## config.mk

```make
export PLATFORM = sky130hd
export DESIGN_NAME = pnctrl
export DESIGN_NICKNAME = d
export VERILOG_FILES = /design/src/rtl/pnctrl_pkg.sv /design/src/rtl/idx_fifo.sv /design/src/rtl/pnctrl.sv
export SDC_FILE = /design/constraint.sdc
export NUM_CORES = 1
export LEC_CHECK = 0
export CAP_MARGIN = 20
export CORE_MARGIN = 4
export CORE_UTILIZATION = 35
export CTS_BUF_LIST = sky130_fd_sc_hd__clkbuf_8
export CTS_CLUSTER_SIZE = 30
export DETAILED_ROUTE_END_ITERATION = 8
export GPL_ROUTABILITY_DRIVEN = 1
export GPL_TIMING_DRIVEN = 1
export PLACE_DENSITY = 0.5
export SLEW_MARGIN = 20
export SYNTH_ARGS = -nofsm -noshare
export SYNTH_HDL_FRONTEND = slang
export SYNTH_HIERARCHICAL = 1
export SYNTH_SLANG_ARGS = --single-unit
```

## constraint.sdc

```tcl
create_clock -name clk -period 3.3 [get_ports clk]
set_input_delay 0.66 -clock clk [delete_from_list [all_inputs] [get_ports clk]]
set_output_delay 0.66 -clock clk [all_outputs]
set_load 0.01 [all_outputs]
```

## src/rtl/pnctrl_pkg.sv

```systemverilog
// Shared owner codes and limits for the packet-buffer ownership controller.
package pnctrl_pkg;

    localparam int MAX_BUFS = 16;

    typedef enum logic [1:0] {
        OWN_Q   = 2'b00,
        OWN_SN  = 2'b01,
        OWN_CPU = 2'b10,
        OWN_FWD = 2'b11
    } own_t;

endpackage

```

## src/rtl/idx_fifo.sv

```systemverilog
// Circular queue of buffer indices: one pop, two ordered pushes (push0 lands first).
// Latency: push visible at head from the next cycle; no overflow guard, the owner keeps occupancy bounded.
// Backpressure: none internally; the caller only pops when count is non-zero.
module idx_fifo #(
    parameter int DEPTH     = 4,
    parameter int W         = $clog2(DEPTH),
    parameter bit INIT_FILL = 1'b0
) (
    input  logic         clk,
    input  logic         rst,
    input  logic         pop,
    input  logic         push0,
    input  logic [W-1:0] push0_dat,
    input  logic         push1,
    input  logic [W-1:0] push1_dat,
    output logic [W-1:0] head,
    output logic [W:0]   count
);

    logic [W-1:0] mem [DEPTH];
    logic [W-1:0] rd_ptr;
    logic [W-1:0] wr_ptr;
    logic [W-1:0] wr_slot1;
    logic [W-1:0] wr_next;

    // Pointers wrap at DEPTH, which need not be a power of two.
    function automatic logic [W-1:0] inc(input logic [W-1:0] p);
        return (p == W'(DEPTH - 1)) ? '0 : p + 1'b1;
    endfunction

    assign head     = mem[rd_ptr];
    assign wr_slot1 = push0 ? inc(wr_ptr) : wr_ptr;
    assign wr_next  = (push0 && push1) ? inc(inc(wr_ptr)) :
                      (push0 || push1) ? inc(wr_ptr) : wr_ptr;

    always_ff @(posedge clk) begin
        if (rst) begin
            for (int i = 0; i < DEPTH; i++) begin
                mem[i] <= INIT_FILL ? W'(i) : '0;
            end
            rd_ptr <= '0;
            wr_ptr <= '0;
            count  <= INIT_FILL ? (W+1)'(DEPTH) : '0;
        end else begin
            if (push0) mem[wr_ptr]   <= push0_dat;
            if (push1) mem[wr_slot1] <= push1_dat;
            if (pop)   rd_ptr        <= inc(rd_ptr);
            wr_ptr <= wr_next;
            count  <= count + (W+1)'(push0) + (W+1)'(push1) - (W+1)'(pop);
        end
    end

endmodule

```

## src/rtl/pnctrl.sv

```systemverilog
// N-buffer ownership controller: free -> snooper -> CPU -> forwarder -> free, FIFO order kept.
// Latency: claims and releases take effect at the next edge; a pushed index is claimable one cycle later.
// Backpressure: rdy_for_X holds low while agent X holds a buffer or its queue is empty.
module pnctrl
    import pnctrl_pkg::*;
#(
    parameter int N_BUFS = 4,
    parameter int IDX_W  = $clog2(N_BUFS)
) (
    input  logic                clk,
    input  logic                rst,
    input  logic                A_done,
    output logic                rdy_for_A,
    input  logic                rdy_for_A_ack,
    input  logic                B_acc,
    input  logic                B_rej,
    output logic                rdy_for_B,
    input  logic                rdy_for_B_ack,
    input  logic                C_done,
    output logic                rdy_for_C,
    input  logic                rdy_for_C_ack,
    output logic [IDX_W-1:0]    sn_sel,
    output logic [IDX_W-1:0]    cpu_sel,
    output logic [IDX_W-1:0]    fwd_sel,
    output logic                sn_vld,
    output logic                cpu_vld,
    output logic                fwd_vld,
    output logic [2*N_BUFS-1:0] buf_own,
    output logic [IDX_W:0]      free_cnt,
    output logic [IDX_W:0]      cpu_cnt,
    output logic [IDX_W:0]      fwd_cnt
);

    logic [IDX_W-1:0] free_head;
    logic [IDX_W-1:0] cpu_head;
    logic [IDX_W-1:0] fwd_head;
    logic             claim_a, claim_b, claim_c;
    logic             rel_a, rel_acc, rel_rej, rel_c;

    assign rdy_for_A = !rst && !sn_vld  && (free_cnt != '0);
    assign rdy_for_B = !rst && !cpu_vld && (cpu_cnt  != '0);
    assign rdy_for_C = !rst && !fwd_vld && (fwd_cnt  != '0);

    assign claim_a = rdy_for_A_ack && rdy_for_A;
    assign claim_b = rdy_for_B_ack && rdy_for_B;
    assign claim_c = rdy_for_C_ack && rdy_for_C;

    // Reject dominates accept when the CPU raises both.
    assign rel_a   = A_done && sn_vld;
    assign rel_rej = B_rej  && cpu_vld;
    assign rel_acc = B_acc  && !B_rej && cpu_vld;
    assign rel_c   = C_done && fwd_vld;

    // Free queue: CPU reject is pushed ahead of the forwarder's return.
    idx_fifo #(.DEPTH(N_BUFS), .W(IDX_W), .INIT_FILL(1'b1)) u_free_q (
        .clk(clk), .rst(rst), .pop(claim_a),
        .push0(rel_rej), .push0_dat(cpu_sel),
        .push1(rel_c),   .push1_dat(fwd_sel),
        .head(free_head), .count(free_cnt)
    );

    idx_fifo #(.DEPTH(N_BUFS), .W(IDX_W), .INIT_FILL(1'b0)) u_cpu_q (
        .clk(clk), .rst(rst), .pop(claim_b),
        .push0(rel_a),  .push0_dat(sn_sel),
        .push1(1'b0),   .push1_dat('0),
        .head(cpu_head), .count(cpu_cnt)
    );

    idx_fifo #(.DEPTH(N_BUFS), .W(IDX_W), .INIT_FILL(1'b0)) u_fwd_q (
        .clk(clk), .rst(rst), .pop(claim_c),
        .push0(rel_acc), .push0_dat(cpu_sel),
        .push1(1'b0),    .push1_dat('0),
        .head(fwd_head), .count(fwd_cnt)
    );

    always_ff @(posedge clk) begin
        if (rst) begin
            sn_vld  <= 1'b0;
            sn_sel  <= '0;
            cpu_vld <= 1'b0;
            cpu_sel <= '0;
            fwd_vld <= 1'b0;
            fwd_sel <= '0;
        end else begin
            if (claim_a) begin
                sn_vld <= 1'b1;
                sn_sel <= free_head;
            end else if (rel_a) begin
                sn_vld <= 1'b0;
                sn_sel <= '0;
            end
            if (claim_b) begin
                cpu_vld <= 1'b1;
                cpu_sel <= cpu_head;
            end else if (rel_acc || rel_rej) begin
                cpu_vld <= 1'b0;
                cpu_sel <= '0;
            end
            if (claim_c) begin
                fwd_vld <= 1'b1;
                fwd_sel <= fwd_head;
            end else if (rel_c) begin
                fwd_vld <= 1'b0;
                fwd_sel <= '0;
            end
        end
    end

    // Queued buffers read as OWN_Q; held ones carry their agent's code.
    always_comb begin
        buf_own = '0;
        for (int i = 0; i < N_BUFS; i++) begin
            if (sn_vld  && sn_sel  == IDX_W'(i)) buf_own[2*i +: 2] = OWN_SN;
            if (cpu_vld && cpu_sel == IDX_W'(i)) buf_own[2*i +: 2] = OWN_CPU;
            if (fwd_vld && fwd_sel == IDX_W'(i)) buf_own[2*i +: 2] = OWN_FWD;
        end
    end

endmodule

```

==> flow_summary.toml, run 1 <==
[status]
status = "complete, no violations"

[floorplanning]
die_area_um2 = 12200
io_pins = 38
coreArea_um2 = 10300
die_h_um = 111
std_cell_rows = 37
start_util = 0.358
chipWidth_um = 111

[setup_path]
path_depth = 3
end_kind = "primary output"
cp_max_fo = 9
path_cells = "or3b_2 > o21ai_0 > clkdlybuf4s50_1"
regToRegSetupSlack_ns = 0.84
cpPeakStageDelay_ns = 0.60
crit_slowest_cell = "clkdlybuf4s50_1"
cp_top_family = "buffers and inverters"
rr_worst_depth = 9
worstSetupStartpointType = "register"
cp.arrival_ns = 2.12
crit_type = "reg2out"
cp.required_ns = 2.64
path_buf_inv = 1

[finish]
final_nets = 415
area_growth_pct = 20.9
diodes = 0
fillers = 1006
utilization = 0.433
drive_above_1_share = 0.162

[clocking]
cts.repair.resized = 0
worstSkewPairLatency_ns = 0.34
htree_levels = 3
cts_setup_buffers = 0
numCtsBuffers = 9
clk_pin_slew_worst_paths_ns = 0.07
cts_num_sinks = 60
cts_hold_buf = 0
clockRootBuffer = "clkbuf_8"
cts_tree = "done"
cts_buffer_depth = 2

[min_path]
hold_class = "reg2reg"
hold_depth = 2

[route]
wire_per_inst_um = 15.6
antenna_left = 0
via_per_inst = 4.94
drt-total-wl_um = 8310
drtIter0Drc = 86
first_pass_iters = 4
vias = 2627
drc = 0

[global_route]
grt_max_degree = 18
antenna_found_initial = 0
grt_first_pass_wirelength_um = 14200
grt_pass1_vias = 2773
gr-total-overflow = 0
grt_usage = 0.144

[sta]
setup_tns_ns = 0
skew_ns = 0.0105
setup_viol = 0
max_freq_mhz = 360
hold_violations = 0
fin_crit_ns = 2.78
tightest_slew_ns = 0.593
min_period_over_period = 0.842
max_slew_margin = 0.599
rsz0062_at_grt = "no"
maxSlewViolCount = 0

[logic_synthesis]
synth_edf_count = 24
netlist_top_cells_area = "dfxtp_1, edfxtp_1, mux2i_1"
synth_area_per_cell_um2 = 11.2
ys.flop_type = "dfxtp_1"
synthArstFlopShare = 0
synth_top_area_frac = 0.196
synth_cells = 328
yosysWarningCount = 6
seq_area_frac_synth = 0.392
yosysTopAreaCell = "dfxtp_1"
yosysUniqueCellTypes = 58
synth.cell_area_um2 = 3680
ys_seq_elements = 60

[flow_run]
cap_viol_max_count = 0

[placement]
dp_hpwl_um = 6300
port_buffers = 37
place_congestion = 0.785

[power_and_ir_drop]
power.leakage_nw = 1.65
total_power_mw = 2.39
powerDensity_nw_per_um2 = 537
peakVddDrop_v = 0.000179
## logic make-up after synthesis
logic type	after synthesis	share of synthesized area
mux	42	0.140
simple gates	117	0.241
fa+ha+maj	15	0.0633
flops	60	0.392
compound gates	41	0.0806
buf+inv	40	0.0538
other cells	1	0.00102
xor+xnor	12	0.0286
## final timing paths
kind                                          from            endpoint
worst max-delay path                       fwd_vld          buf_own[1]
worst min-delay path            u_free_q/rd_ptr[1]  u_free_q/rd_ptr[1]
worst max register to register    u_fwd_q/count[1]    u_fwd_q/count[2]
worst min register to register  u_free_q/rd_ptr[1]  u_free_q/rd_ptr[1]
## state kept, by name (all words and copies together), names as in the netlist, 2 cells and up, named ones only
register / count
u_free_q/rd_ptr: 2
u_fwd_q/rd_ptr: 2
sn_sel: 2
u_cpu_q/count: 3
u_cpu_q/wr_ptr: 2
u_cpu_q/rd_ptr: 2
u_free_q/mem: 8
cpu_sel: 2
u_free_q/count: 3
u_free_q/wr_ptr: 2
u_fwd_q/count: 3
u_fwd_q/mem: 8
fwd_sel: 2
u_cpu_q/mem: 8
u_fwd_q/wr_ptr: 2
## metrics by stage
stage | setup slack (ns) | instances | instance area [µm²] | hold slack, ns
floorplan | 0.917 | 344 | 3740 | 0.492
global placement | 0.442 | 516 | 4260 | 0.514
detailed placement | 0.383 | 516 | 4260 | 0.528
CTS | 0.462 | 532 | 4450 | 0.543
global route | 0.435 | 532 | 4450 | 0.566
finish | 0.520 | 532 | 4450 | 0.537
## synth_stat cells, types with 2 or more instances
master / number
a211oi_1: 2
a21oi_1: 9
a22o_1: 5
a22oi_1: 2
a31oi_1: 2
and2_1: 3
buf_2: 2
buf_4: 2
buf_6: 5
clkbuf_1: 3
dfxtp_1: 36
edfxtp_1: 24
fa_1: 6
ha_1: 9
inv_1: 28
mux2_2: 8
mux2i_1: 25
mux4_2: 6
nand2_1: 17
nand2b_1: 5
nand3_1: 10
nor2_1: 14
nor2b_1: 12
nor3_1: 8
nor3b_1: 9
nor3b_4: 3
nor4_4: 6
nor4b_1: 4
nor4b_4: 3
nor4bb_1: 4
o2111a_1: 2
o2111ai_1: 3
o21ai_0: 6
o21ba_2: 3
or3_1: 9
xnor2_1: 10
xor2_1: 2
## layer usage
metal | track usage | part of all wire
met3 | 0.0296 | 0.029
met1 | 0.183 | 0.46
met2 | 0.242 | 0.49
met4 | 0.0509 | 0.013
met5 | 0 | 0
## power breakdown
group	switching [mW]	internal (mW)	leakage, nW
logic	0.351	0.401	1.02
registers	0.130	0.873	0.530
clock network	0.294	0.339	0.101
## tightest hold or removal path: stages (launching register included)
cell and delay (ns):
dfxtp_1 0.31, mux2i_1 0.12, nor2_1 0.06
## final cells by class
class,count,area [µm²],area share
Timing Repair Buffer,48,448,0.101
Tap cell,136,170,0.0383
Multi-Input combinational cell,244,2100,0.472
Clock buffer,9,124,0.0279
Inverter,28,105,0.0236
Clock inverter,7,60.1,0.0135
Sequential cell,60,1440,0.324
## cell usage in the layout (no fill, tap or decap), drive strengths merged, types with 10 or more instances in the layout
| cell | n |
|---|---|
| buf | 12 |
| clkdlybuf4s50 | 36 |
| conb | 17 |
| dfxtp | 36 |
| edfxtp | 24 |
| inv | 30 |
| mux2 | 10 |
| mux2i | 26 |
| nand2 | 17 |
| nand3 | 10 |
| nor2 | 14 |
| nor2b | 14 |
| nor3b | 13 |
| xnor2 | 10 |
No activity file was read; power rests on OpenSTA's default activity.
==> run 2: changes to the inputs <==
- PLACE_DENSITY: 0.5 -> 0.52
- clock period: 3.3 -> 2.3 ns (I/O delays scaled with it)
==> flow_summary.toml, run 2 (same netlist as run 1, synthesis figures left out) <==
[clocking]
htree_levels = 3
cts_num_sinks = 60
cts_buffer_depth = 2
cts_hold_buf = 0
cts_tree = "done"
worstSkewPairLatency_ns = 0.34
clk_pin_slew_worst_paths_ns = 0.07
cts_setup_buffers = 0
numCtsBuffers = 9
clockRootBuffer = "clkbuf_8"

[power_and_ir_drop]
pwr-share-comb = 0.350
powerDensity_nw_per_um2 = 758
power.leakage_nw = 1.86
power.internal_mw = 2.45
total_power_mw = 3.60
switchingPower_mw = 1.14
swShare = 0.318
p_clk_frac = 0.262
peakVddDrop_v = 0.000319
seqPwrFrac = 0.388

[setup_path]
worstSetupStartpointType = "register"
cp.arrival_ns = 2.46
crit_type = "reg2reg"
cp_max_fo = 2
cp.required_ns = 2.54
end_kind = "register"

[route]
via_per_inst = 4.81
antenna_left = 0
vias = 2725
wire_per_inst_um = 14.5
drc = 0
drtIter0Drc = 87
drt-total-wl_um = 8220
first_pass_iters = 4

[sta]
fin_crit_ns = 2.23
max_freq_mhz = 449
min_period_over_period = 0.969
maxSlewViolCount = 0
setup_viol = 0
rsz0062_at_grt = "yes"
hold_violations = 0
skew_ns = 0.0145

[global_route]
grt_pass1_vias = 2727
gr-total-overflow = 0
grt_first_pass_wirelength_um = 13800
grt_usage = 0.139
grt_max_degree = 20
antenna_found_initial = 0

[floorplanning]
std_cell_rows = 37
coreArea_um2 = 10300
chipWidth_um = 111
die_h_um = 111
start_util = 0.358
io_pins = 38
die_area_um2 = 12200

[placement]
dp_hpwl_um = 6320
place_congestion = 0.777
port_buffers = 37

[finish]
final_nets = 450
area_growth_pct = 29.2
final_cell_mix = "buf_4, dfxtp_1, clkdlybuf4s50_1"
utilization = 0.462
layout_commonest_cell = "buf_4"
diodes = 0
drive_above_1_share = 0.244
top_regs = "u_cpu_q/mem (8), u_free_q/mem (8), u_fwd_q/mem (8)"

[min_path]
hold_class = "reg2reg"

[flow_run]
cap_viol_max_count = 0

[status]
status = "complete, no violations"
run 2: worst paths after layout:
check                          start                 end  slack (ns)  depth (start not counted)
setup / recovery    u_fwd_q/count[2]    u_fwd_q/count[2]        0.07                          9
setup reg to reg    u_fwd_q/count[2]    u_fwd_q/count[2]        0.07                          9
hold / removal    u_free_q/rd_ptr[1]  u_free_q/rd_ptr[1]        0.54                          2
hold reg to reg   u_free_q/rd_ptr[1]  u_free_q/rd_ptr[1]        0.54                          2
run 2: power by group through the flow:
stage,combinational (mW),sequential [mW],clock [mW]
global route,1.39,1.42,1.01
finish,1.26,1.40,0.942
global placement,1.24,1.40,0
CTS,1.25,1.39,0.962
detailed placement,1.25,1.41,0
floorplan,0.702,1.45,0
run 2: final cells by class:
type                    count  area (µm²)
clock buffers              10         138
clock inverters             6        56.3
fillers                   997        5530
inverters                  28         105
multi-input cells         244        2130
flip-flops and latches     60        1440
well taps                 136         170
repair buffers             83         711
run 2: metal layers:
metal / routed length (µm) / part of all wire / global-route usage
met1: 3920 / 0.48 / 0.184
met2: 3960 / 0.48 / 0.229
met3: 216 / 0.026 / 0.0225
met4: 121 / 0.015 / 0.0493
met5: 0 / 0 / 0
run 2: timing repair:
| item | CTS | global route |
|---|---|---|
| pin swaps | 0 | 1 |
| endpoints found under the hold margin | 0 | 0 |
| resized for setup | 6 | 5 |
| endpoints found under the setup margin | 5 | 5 |
run 2: through the flow:
step,worst slack (ns),area (µm²),hold WS [ns],TNS (ns),std cells
after floorplan,0.0182,3740,0.492,0,344
after global placement,-0.317,4530,0.520,-2.87,551
after detailed placement,-0.310,4530,0.526,-3.16,551
after CTS,0.0129,4730,0.550,0,567
after global routing,-0.0212,4750,0.581,-0.0212,567
final,0.0716,4750,0.542,0,567
run 2: worst max-delay path, stage by stage (launching register included):
cell	delay, ns
dfxtp_1	0.33
nor3_4	0.26
nor4b_4	0.08
ha_1	0.28
inv_1	0.05
fa_1	0.38
fa_1	0.39
xnor2_1	0.17
xnor2_1	0.13
nor2_1	0.05
==> run 3: changes to the inputs <==
- SLEW_MARGIN: 20 -> not set
==> results of run 3 <==
No change in the layout: final DEF, timing and power equal those of run 2.
